$ cat config.mk
export PLATFORM = sky130hd
export DESIGN_NAME = hier_seq_node
export DESIGN_NICKNAME = d
export VERILOG_FILES = /design/src/rtl/hier_seq_pkg.sv /design/src/rtl/hier_seq_wdog.sv /design/src/rtl/hier_seq_node.sv
export SDC_FILE = /design/constraint.sdc
export NUM_CORES = 1
export LEC_CHECK = 0
export CORE_MARGIN = 1.5
export CORE_UTILIZATION = 48
export CTS_CLUSTER_DIAMETER = 30
export DETAILED_ROUTE_END_ITERATION = 6
export PLACE_DENSITY = 0.82
export SETUP_SLACK_MARGIN = 0.5
export SYNTH_ARGS = -nofsm -noshare
export SYNTH_HDL_FRONTEND = slang
export SYNTH_SLANG_ARGS = --single-unit
export TNS_END_PERCENT = 50
$ cat constraint.sdc
create_clock -name clk -period 3.8 [get_ports clk]
set_clock_uncertainty 0.15 [all_clocks]
set_input_delay 0.38 -clock clk [delete_from_list [all_inputs] [get_ports clk]]
set_output_delay 0.38 -clock clk [all_outputs]
set_load 0.02 [all_outputs]
$ cat src/rtl/hier_seq_pkg.sv
// Shared state type and constants for the hierarchy sequencing node.
package hier_seq_pkg;

  typedef enum logic [1:0] {
    IDLE   = 2'd0,
    LAUNCH = 2'd1,
    WAIT   = 2'd2,
    FINISH = 2'd3
  } hier_seq_state_e;

  localparam int unsigned WDOG_CNT_RST = 0;

endpackage

$ cat src/rtl/hier_seq_wdog.sv
// Per-child watchdog: clear/enable cycle counter with a limit-reached flag.
module hier_seq_wdog
  import hier_seq_pkg::*;
#(
  parameter int unsigned MAX = 255
) (
  input  logic clk,
  input  logic rst_n,
  input  logic clr_i,
  input  logic en_i,
  output logic lim_o
);

  localparam int CW = $clog2(MAX + 1);

  logic [CW-1:0] cnt_q, cnt_d;

  // Flag fires in the cycle whose count would bring the total to MAX.
  assign lim_o = en_i && (cnt_q == CW'(MAX - 1));

  always_comb begin
    cnt_d = cnt_q;
    if (clr_i) begin
      cnt_d = CW'(WDOG_CNT_RST);
    end else if (en_i && !lim_o) begin
      cnt_d = cnt_q + 1'b1;
    end
  end

  always_ff @(posedge clk or negedge rst_n) begin
    if (!rst_n) begin
      cnt_q <= CW'(WDOG_CNT_RST);
    end else begin
      cnt_q <= cnt_d;
    end
  end

endmodule

$ cat src/rtl/hier_seq_node.sv
// Sequences NUM_CHILD children one at a time through a start/done handshake.
// Optional per-child watchdog is compiled in with HIER_SEQ_NODE_WDOG_EN.
module hier_seq_node
  import hier_seq_pkg::*;
#(
  parameter int NUM_CHILD = 5,
  parameter int IDX_W     = (NUM_CHILD > 1) ? $clog2(NUM_CHILD) : 1,
  parameter int WDOG_MAX  = 255
) (
  input  logic                 clk,
  input  logic                 rst_n,
  input  logic                 start_i,
  input  logic                 abort_i,
  output logic [NUM_CHILD-1:0] child_start_o,
  input  logic [NUM_CHILD-1:0] child_done_i,
  output logic                 busy_o,
  output logic                 done_o,
  output logic                 err_o,
  output logic [IDX_W-1:0]     cur_idx_o,
  output logic [IDX_W-1:0]     err_idx_o
);

  localparam logic [IDX_W-1:0] LAST_IDX = IDX_W'(NUM_CHILD - 1);

  hier_seq_state_e      state_q, state_d;
  logic [IDX_W-1:0]     cur_idx_q, cur_idx_d;
  logic [IDX_W-1:0]     err_idx_q, err_idx_d;
  logic                 err_q, err_d;
  logic                 busy_q, busy_d;
  logic                 done_q, done_d;
  logic [NUM_CHILD-1:0] child_start_q, child_start_d;
  logic [NUM_CHILD-1:0] idx_hot_d;
  logic [NUM_CHILD-1:0] done_hit;
  logic                 sel_done;
  logic                 wdog_lim;

  // Only the selected child's done bit may advance the sequence.
  generate
    for (genvar gi = 0; gi < NUM_CHILD; gi++) begin : g_child
      assign idx_hot_d[gi] = (cur_idx_d == IDX_W'(gi));
      assign done_hit[gi]  = child_done_i[gi] && (cur_idx_q == IDX_W'(gi));
    end
  endgenerate

  assign sel_done = |done_hit;

`ifdef HIER_SEQ_NODE_WDOG_EN
  hier_seq_wdog #(
    .MAX(WDOG_MAX)
  ) u_wdog (
    .clk  (clk),
    .rst_n(rst_n),
    .clr_i(state_q == LAUNCH),
    .en_i (state_q == WAIT),
    .lim_o(wdog_lim)
  );
`else
  assign wdog_lim = 1'b0;
`endif

  always_comb begin
    state_d   = state_q;
    cur_idx_d = cur_idx_q;
    err_d     = err_q;
    err_idx_d = err_idx_q;
    unique case (state_q)
      IDLE: begin
        if (start_i) begin
          state_d   = LAUNCH;
          cur_idx_d = '0;
          err_d     = 1'b0;
          err_idx_d = '0;
        end
      end
      LAUNCH: state_d = WAIT;
      WAIT: begin
        if (sel_done) begin
          if (cur_idx_q == LAST_IDX) begin
            state_d = FINISH;
          end else begin
            cur_idx_d = cur_idx_q + 1'b1;
            state_d   = LAUNCH;
          end
        end else if (wdog_lim) begin
          err_d     = 1'b1;
          err_idx_d = cur_idx_q;
          state_d   = FINISH;
        end
      end
      FINISH:  state_d = IDLE;
      default: state_d = IDLE;
    endcase
    // Abort beats start, done and timeout; bookkeeping is frozen as it was.
    if (abort_i) begin
      state_d   = IDLE;
      cur_idx_d = cur_idx_q;
      err_d     = err_q;
      err_idx_d = err_idx_q;
    end
  end

  // Outputs are decoded from the next state so they are registered yet aligned.
  assign child_start_d = (state_d == LAUNCH) ? idx_hot_d : '0;
  assign busy_d        = (state_d != IDLE);
  assign done_d        = (state_d == FINISH);

  always_ff @(posedge clk or negedge rst_n) begin
    if (!rst_n) begin
      state_q       <= IDLE;
      cur_idx_q     <= '0;
      err_idx_q     <= '0;
      err_q         <= 1'b0;
      busy_q        <= 1'b0;
      done_q        <= 1'b0;
      child_start_q <= '0;
    end else begin
      state_q       <= state_d;
      cur_idx_q     <= cur_idx_d;
      err_idx_q     <= err_idx_d;
      err_q         <= err_d;
      busy_q        <= busy_d;
      done_q        <= done_d;
      child_start_q <= child_start_d;
    end
  end

  assign child_start_o = child_start_q;
  assign busy_o        = busy_q;
  assign done_o        = done_q;
  assign err_o         = err_q;
  assign cur_idx_o     = cur_idx_q;
  assign err_idx_o     = err_idx_q;

endmodule
==> results of run 1 <==
cell usage in the layout, fill, tap and decap left out, drive strengths merged:
| cell type | instances |
|---|---|
| clkbuf | 4 |
| nand2 | 7 |
| mux2 | 1 |
| nand3b | 2 |
| and2b | 1 |
| nor3b | 2 |
| dfrtp | 12 |
| or3 | 1 |
| nor4b | 1 |
| clkdlybuf4s50 | 18 |
| o31ai | 1 |
| nor3 | 2 |
| o21ai | 4 |
| nor2b | 1 |
| a21oi | 2 |
| and3 | 1 |
| nor2 | 3 |
| ha | 5 |
| a21o | 1 |
| o211ai | 1 |
| a21boi | 1 |
| conb | 4 |
| a22oi | 3 |
| o21a | 1 |
| inv | 7 |
worst max-delay path, delay by kind of cell (launching register included):
kind	cells	cell delay (ns)
buffers and inverters	1	0.06
AND/OR/NAND/NOR	2	0.35
flip-flops	1	0.43
adder cells (fa/ha/maj)	2	0.45
AO/OA/AOI/OAI	3	0.54
where the power goes:
group	internal (uW)	switching (uW)
clock network	58.4	45.6
logic	68.3	79.2
registers	139	12.5
per-layer routing:
metal,vias up,global-route usage
met5,-,0
met4,0,0.0750
met3,5,0.0690
met2,19,0.259
met1,242,0.233
li1,257,-
final timing paths:
kind	cells after the start	slack (ns)	to
max	8	1.68	child_start_o[4]$_DFF_PN0_
min	1	0.28	cur_idx_o[1]$_DFF_PN0_
max reg2reg	8	1.68	child_start_o[4]$_DFF_PN0_
min reg2reg	2	0.53	cur_idx_o[1]$_DFF_PN0_
max in group asynchronous	1	2.88	cur_idx_o[0]$_DFF_PN0_
min in group clk	2	0.53	cur_idx_o[1]$_DFF_PN0_
sequential cells by signal (all words and copies together) (netlist names):
signal / cells
child_start_o: 5
cur_idx_o: 3
state_q: 2
busy_o: 1
done_o: 1
logic make-up (layout without fill, tap and decap cells):
kind of cell               after synthesis  count (layout)  synth area share
and+or+nand+nor                         21              21             0.186
AOI/OAI and AO/OA                       14              14             0.215
DFF                                     12              12             0.410
buffers and inverters                   11              29            0.0769
adders and majority gates                5               5            0.0855
other                                    1               4           0.00512
muxes                                    1               1            0.0205
through the flow:
| stage | utilization | power, uW | hold slack (ns) | cells |
|---|---|---|---|---|
| floorplan | - | 255 | -0.0656 | 68 |
| global route | 0.694 | 425 | 0.342 | 101 |
| finish | 0.694 | 403 | 0.281 | 101 |
| detailed placement | 0.668 | 302 | 0.502 | 97 |
| global placement | 0.668 | 298 | 0.500 | 97 |
| CTS | 0.694 | 407 | 0.301 | 101 |
final cells by class:
type	instances	share of cell area
flip-flops and latches	12	0.317
clock buffers	4	0.0383
well taps	15	0.0198
inverters	7	0.0277
multi-input cells	45	0.408
repair buffers	18	0.190
==> results.cfg, run 1 <==
[flow_run]
cap_viol_max_count = 0

[yosys]
synthTopCellsByCount = dfrtp_1 (12), nand2_1 (7), ha_1 (5)
async_reset_ff_frac = 1.00
ys_ff_latch = 12
postSynthAreaPerCell_um2 = 11.3
synth.top_cell.area_share = 0.410
syn-cell-area_um2 = 732
ys_seq_area_frac = 0.410
syn_inst = 65
yosysWarnings = 0
synth_top_area_cell = dfrtp_1
synth_cell_types = 28
netlist_top_cells_area = dfrtp_1 (41%), a22oi_4 (8.7%), ha_1 (8.5%)
yosysMostFrequentCell = dfrtp_1
synth_edf_count = 0
synth-main-ff-cell = dfrtp_1

[drt]
viasPerCell = 5.18
route.met3.wl_um = 86
post-route-drc-count = 0
wl_um = 1360
drt_pass1_iterations = 4
wl_met2_um = 611
drtIter0Drc = 5
top_layer_used = met4
vias = 523
ant_nets = 0
met1_length_um = 644
wl_per_cell_um = 13.5

[critical_path]
crit_path_start_kind = flip-flop
crit_required_ns = 3.81
path_class = flip-flop to flip-flop
slowest_stage = dfrtp_1
worstReg2RegStart = cur_idx_o[0]$_DFF_PN0_
timing.critical_path.cells = ha_1, ha_1, a22oi_4, a22oi_4, or3_1, a21o_1, inv_2, nor4b_2
worstPathMaxFanout = 5
critical_path_arrival_ns = 2.12
crit_start = cur_idx_o[0]$_DFF_PN0_
critPathCaptureType = flip-flop
cp_slowest_stage_delay_ns = 0.43

[timing]
period_share = 0.557
fin_crit_ns = 2.12
rsz0062_at_grt = no
setup_viol = 0
fin_ws_ns = 1.68
final.setup.tns_ns = 0
fmax_mhz = 473
final_hold_viol_count = 0
tightest_slew_ns = 0.508
drv_slew = 0
relSlewSlack = 0.660

[global_route]
overflow = 0
grtUsageTotal = 0.177
antenna_found_initial = 0
grt_pass1_wl_um = 2350
grt_max_degree = 13
grt_pass1_vias = 531

[final_layout]
nets = 101
drive_gt1_frac = 0.209
num_antenna_cells = 0
final_cell_area_um2 = 948
multiInputGateArea_um2 = 387
fill_cells = 106
seq_area_um2 = 300
areaGrowthSynthToFinish_pct = 29.6

[clock_network]
root_buffer = clkbuf_4
clock_latency_ns = 0.28
cts_tree = yes
htreeDepth = 1
numClockSinks = 12
postCtsHoldBufs = 0
post_cts_buffers = 0
cts_made_buffers = 3
clk_pin_slew_ns = 0.08
cts_resized = 0
clockBufferDepth = 2

[place]
post-place-ws_ns = 1.67
place_area_um2 = 912
hpwl_um = 1070
io_buffers = 18
place_congestion = 0.869

[floorplan]
dieArea_mm2 = 0.00177
die_w_um = 42.1
ios = 23
start_util = 0.536
num_rows = 13
fp.coreArea_mm2 = 0.00137
dieHeight_um = 42.1

[run_status]
outcome = complete, no violations

[hold_path]
min_path_type = input pin to async pin

[power_and_ir_drop]
leakage_uw = 0.000476
power.density_mw_per_mm2 = 425
vdd_ir_drop_max_mv = 0.292
Note: power is estimated with default switching activity, not from simulation.
==> run 2, diff against run 1 <==
CORE_UTILIZATION = 40   (was 48)
PLACE_DENSITY = 0.73   (was 0.82)
clock period = 1.8 ns   (was 3.8 ns; I/O delays follow)
==> results.cfg, run 2 (synthesized netlist as in run 1, its figures left out) <==
[run_status]
outcome = complete, but fails checks
violations = negative setup slack

[floorplan]
ios = 23
dieArea_mm2 = 0.00210
dieHeight_um = 45.8
die_w_um = 45.8
num_rows = 15
start_util = 0.424
fp.coreArea_mm2 = 0.00173

[clock_network]
numClockSinks = 12
root_buffer = clkbuf_4
cts_made_buffers = 3
htreeDepth = 1
clockBufferDepth = 2
cts_tree = yes
clock_latency_ns = 0.29
clk_pin_slew_ns = 0.09

[global_route]
grt_pass1_vias = 579
overflow = 0
grt_pass1_wl_um = 2500
antenna_found_initial = 0
grtUsageTotal = 0.175
grt_max_degree = 13

[timing]
fin_ws_ns = -0.167
drv_slew = 0
rsz0062_at_grt = yes
period_share = 1.09
tightest_slew_ns = 0.532
setup_viol = 10
fmax_mhz = 508
worst_hold_slack_ns = 0.0836
final_hold_viol_count = 0
relSlewSlack = 0.644
final.setup.tns_ns = -0.929
fin_crit_ns = 1.97

[drt]
vias = 567
viasPerCell = 4.69
drt_pass1_iterations = 4
drtIter0Drc = 4
wl_per_cell_um = 13.2
wl_um = 1600
post-route-drc-count = 0
ant_nets = 0

[power_and_ir_drop]
leakage_uw = 0.000538
combPwrFrac = 0.418
power.density_mw_per_mm2 = 852
p_sw_uw = 326
p_sw_frac = 0.347
pwr-share-seq = 0.345
p_int_uw = 615
vdd_ir_drop_max_mv = 0.543
p_clk_frac = 0.237

[final_layout]
largest_reg_flops = 5
drive_gt1_frac = 0.510
fill_cells = 150
final_common_cell = dfrtp_1
num_antenna_cells = 0
nets = 111
final_core_util = 0.639
mostFrequentLayoutCells = dfrtp_1 (9), clkdlybuf4s50_1 (8), buf_4 (8), nand2_1 (7), inv_2 (5)
areaGrowthSynthToFinish_pct = 50.8

[critical_path]
critPathCaptureType = flip-flop
worstPathMaxFanout = 5
critical_path_arrival_ns = 2.00
crit_path_start_kind = flip-flop
path_class = flip-flop to flip-flop
crit_required_ns = 1.84

[hold_path]
min_path_type = input pin to async pin

[flow_run]
cap_viol_max_count = 0

[place]
place_congestion = 0.782
hpwl_um = 1240
io_buffers = 18
run 2: cell types whose count changed in the layout (fill, tap and decap cells not counted), sizes merged:
cell	change
buf	+12
clkbuf	+3
clkdlybuf4s15	+4
clkdlybuf4s50	-10
dlygate4sd2	+1
run 2: metrics by stage:
step                      instances  power (uW)  setup slack [ns]  instance area [um^2]
after floorplan                  68         555            -0.147                   777
after global placement          115         691            -0.117                  1030
after detailed placement        115         703            -0.159                  1030
after CTS                       120         944            -0.164                  1100
after global routing            121         993            -0.226                  1100
final                           121         941            -0.167                  1100
run 2: routing by layer:
layer / global-route usage / share of wire
met5: 0 / 0
met4: 0.103 / 0.016
met3: 0.0278 / 0.040
met2: 0.304 / 0.54
met1: 0.201 / 0.41
run 2: area by class of cell:
class	count	area, um^2	area share
timing repair buffer	28	251	0.228
tap	25	31.3	0.0283
inverter	7	26.3	0.0238
sequential	12	304	0.276
multi-input combinational	45	454	0.412
clock buffer	4	36.3	0.0329
run 2: power groups by stage:
stage               Clock (uW)  Sequential, uW  Combinational, uW
floorplan                    0             355                199
global placement             0             327                364
detailed placement           0             329                373
CTS                        229             324                391
global route               237             328                427
finish                     223             324                393
run 2: repair_timing:
item,in CTS,in global routing
hold buffers,0,0
pin swaps,3,6
setup endpoints to repair,22,20
gates resized for setup,31,7
setup buffers,1,1
run 2: worst max-delay path, stage by stage (launching register included):
cell     delay (ns)
dfrtp_2        0.45
ha_4           0.18
ha_4           0.17
a22oi_4        0.18
a22oi_4        0.12
or3_1          0.31
a21o_1         0.20
inv_2          0.07
nor4b_2        0.04
run 2: final timing paths:
| kind | from | endpoint | slack [ns] | depth (start not counted) |
|---|---|---|---|---|
| max | cur_idx_o[0]$_DFF_PN0_ | child_start_o[4]$_DFF_PN0_ | -0.17 | 8 |
| min | rst_n | child_start_o[2]$_DFF_PN0_ | 0.08 | 1 |
| max reg2reg | cur_idx_o[0]$_DFF_PN0_ | child_start_o[4]$_DFF_PN0_ | -0.17 | 8 |
| min reg2reg | state_q[0]$_DFF_PN0_ | state_q[1]$_DFF_PN0_ | 0.58 | 3 |
| max in group asynchronous | rst_n | cur_idx_o[0]$_DFF_PN0_ | 1.02 | 1 |
| min in group clk | abort_i | state_q[1]$_DFF_PN0_ | 0.51 | 3 |
==> run 3, diff against run 2 <==
CAP_MARGIN = 20   (was default)
==> results of run 3 <==
No change in the layout: final DEF, timing and power equal those of run 2.
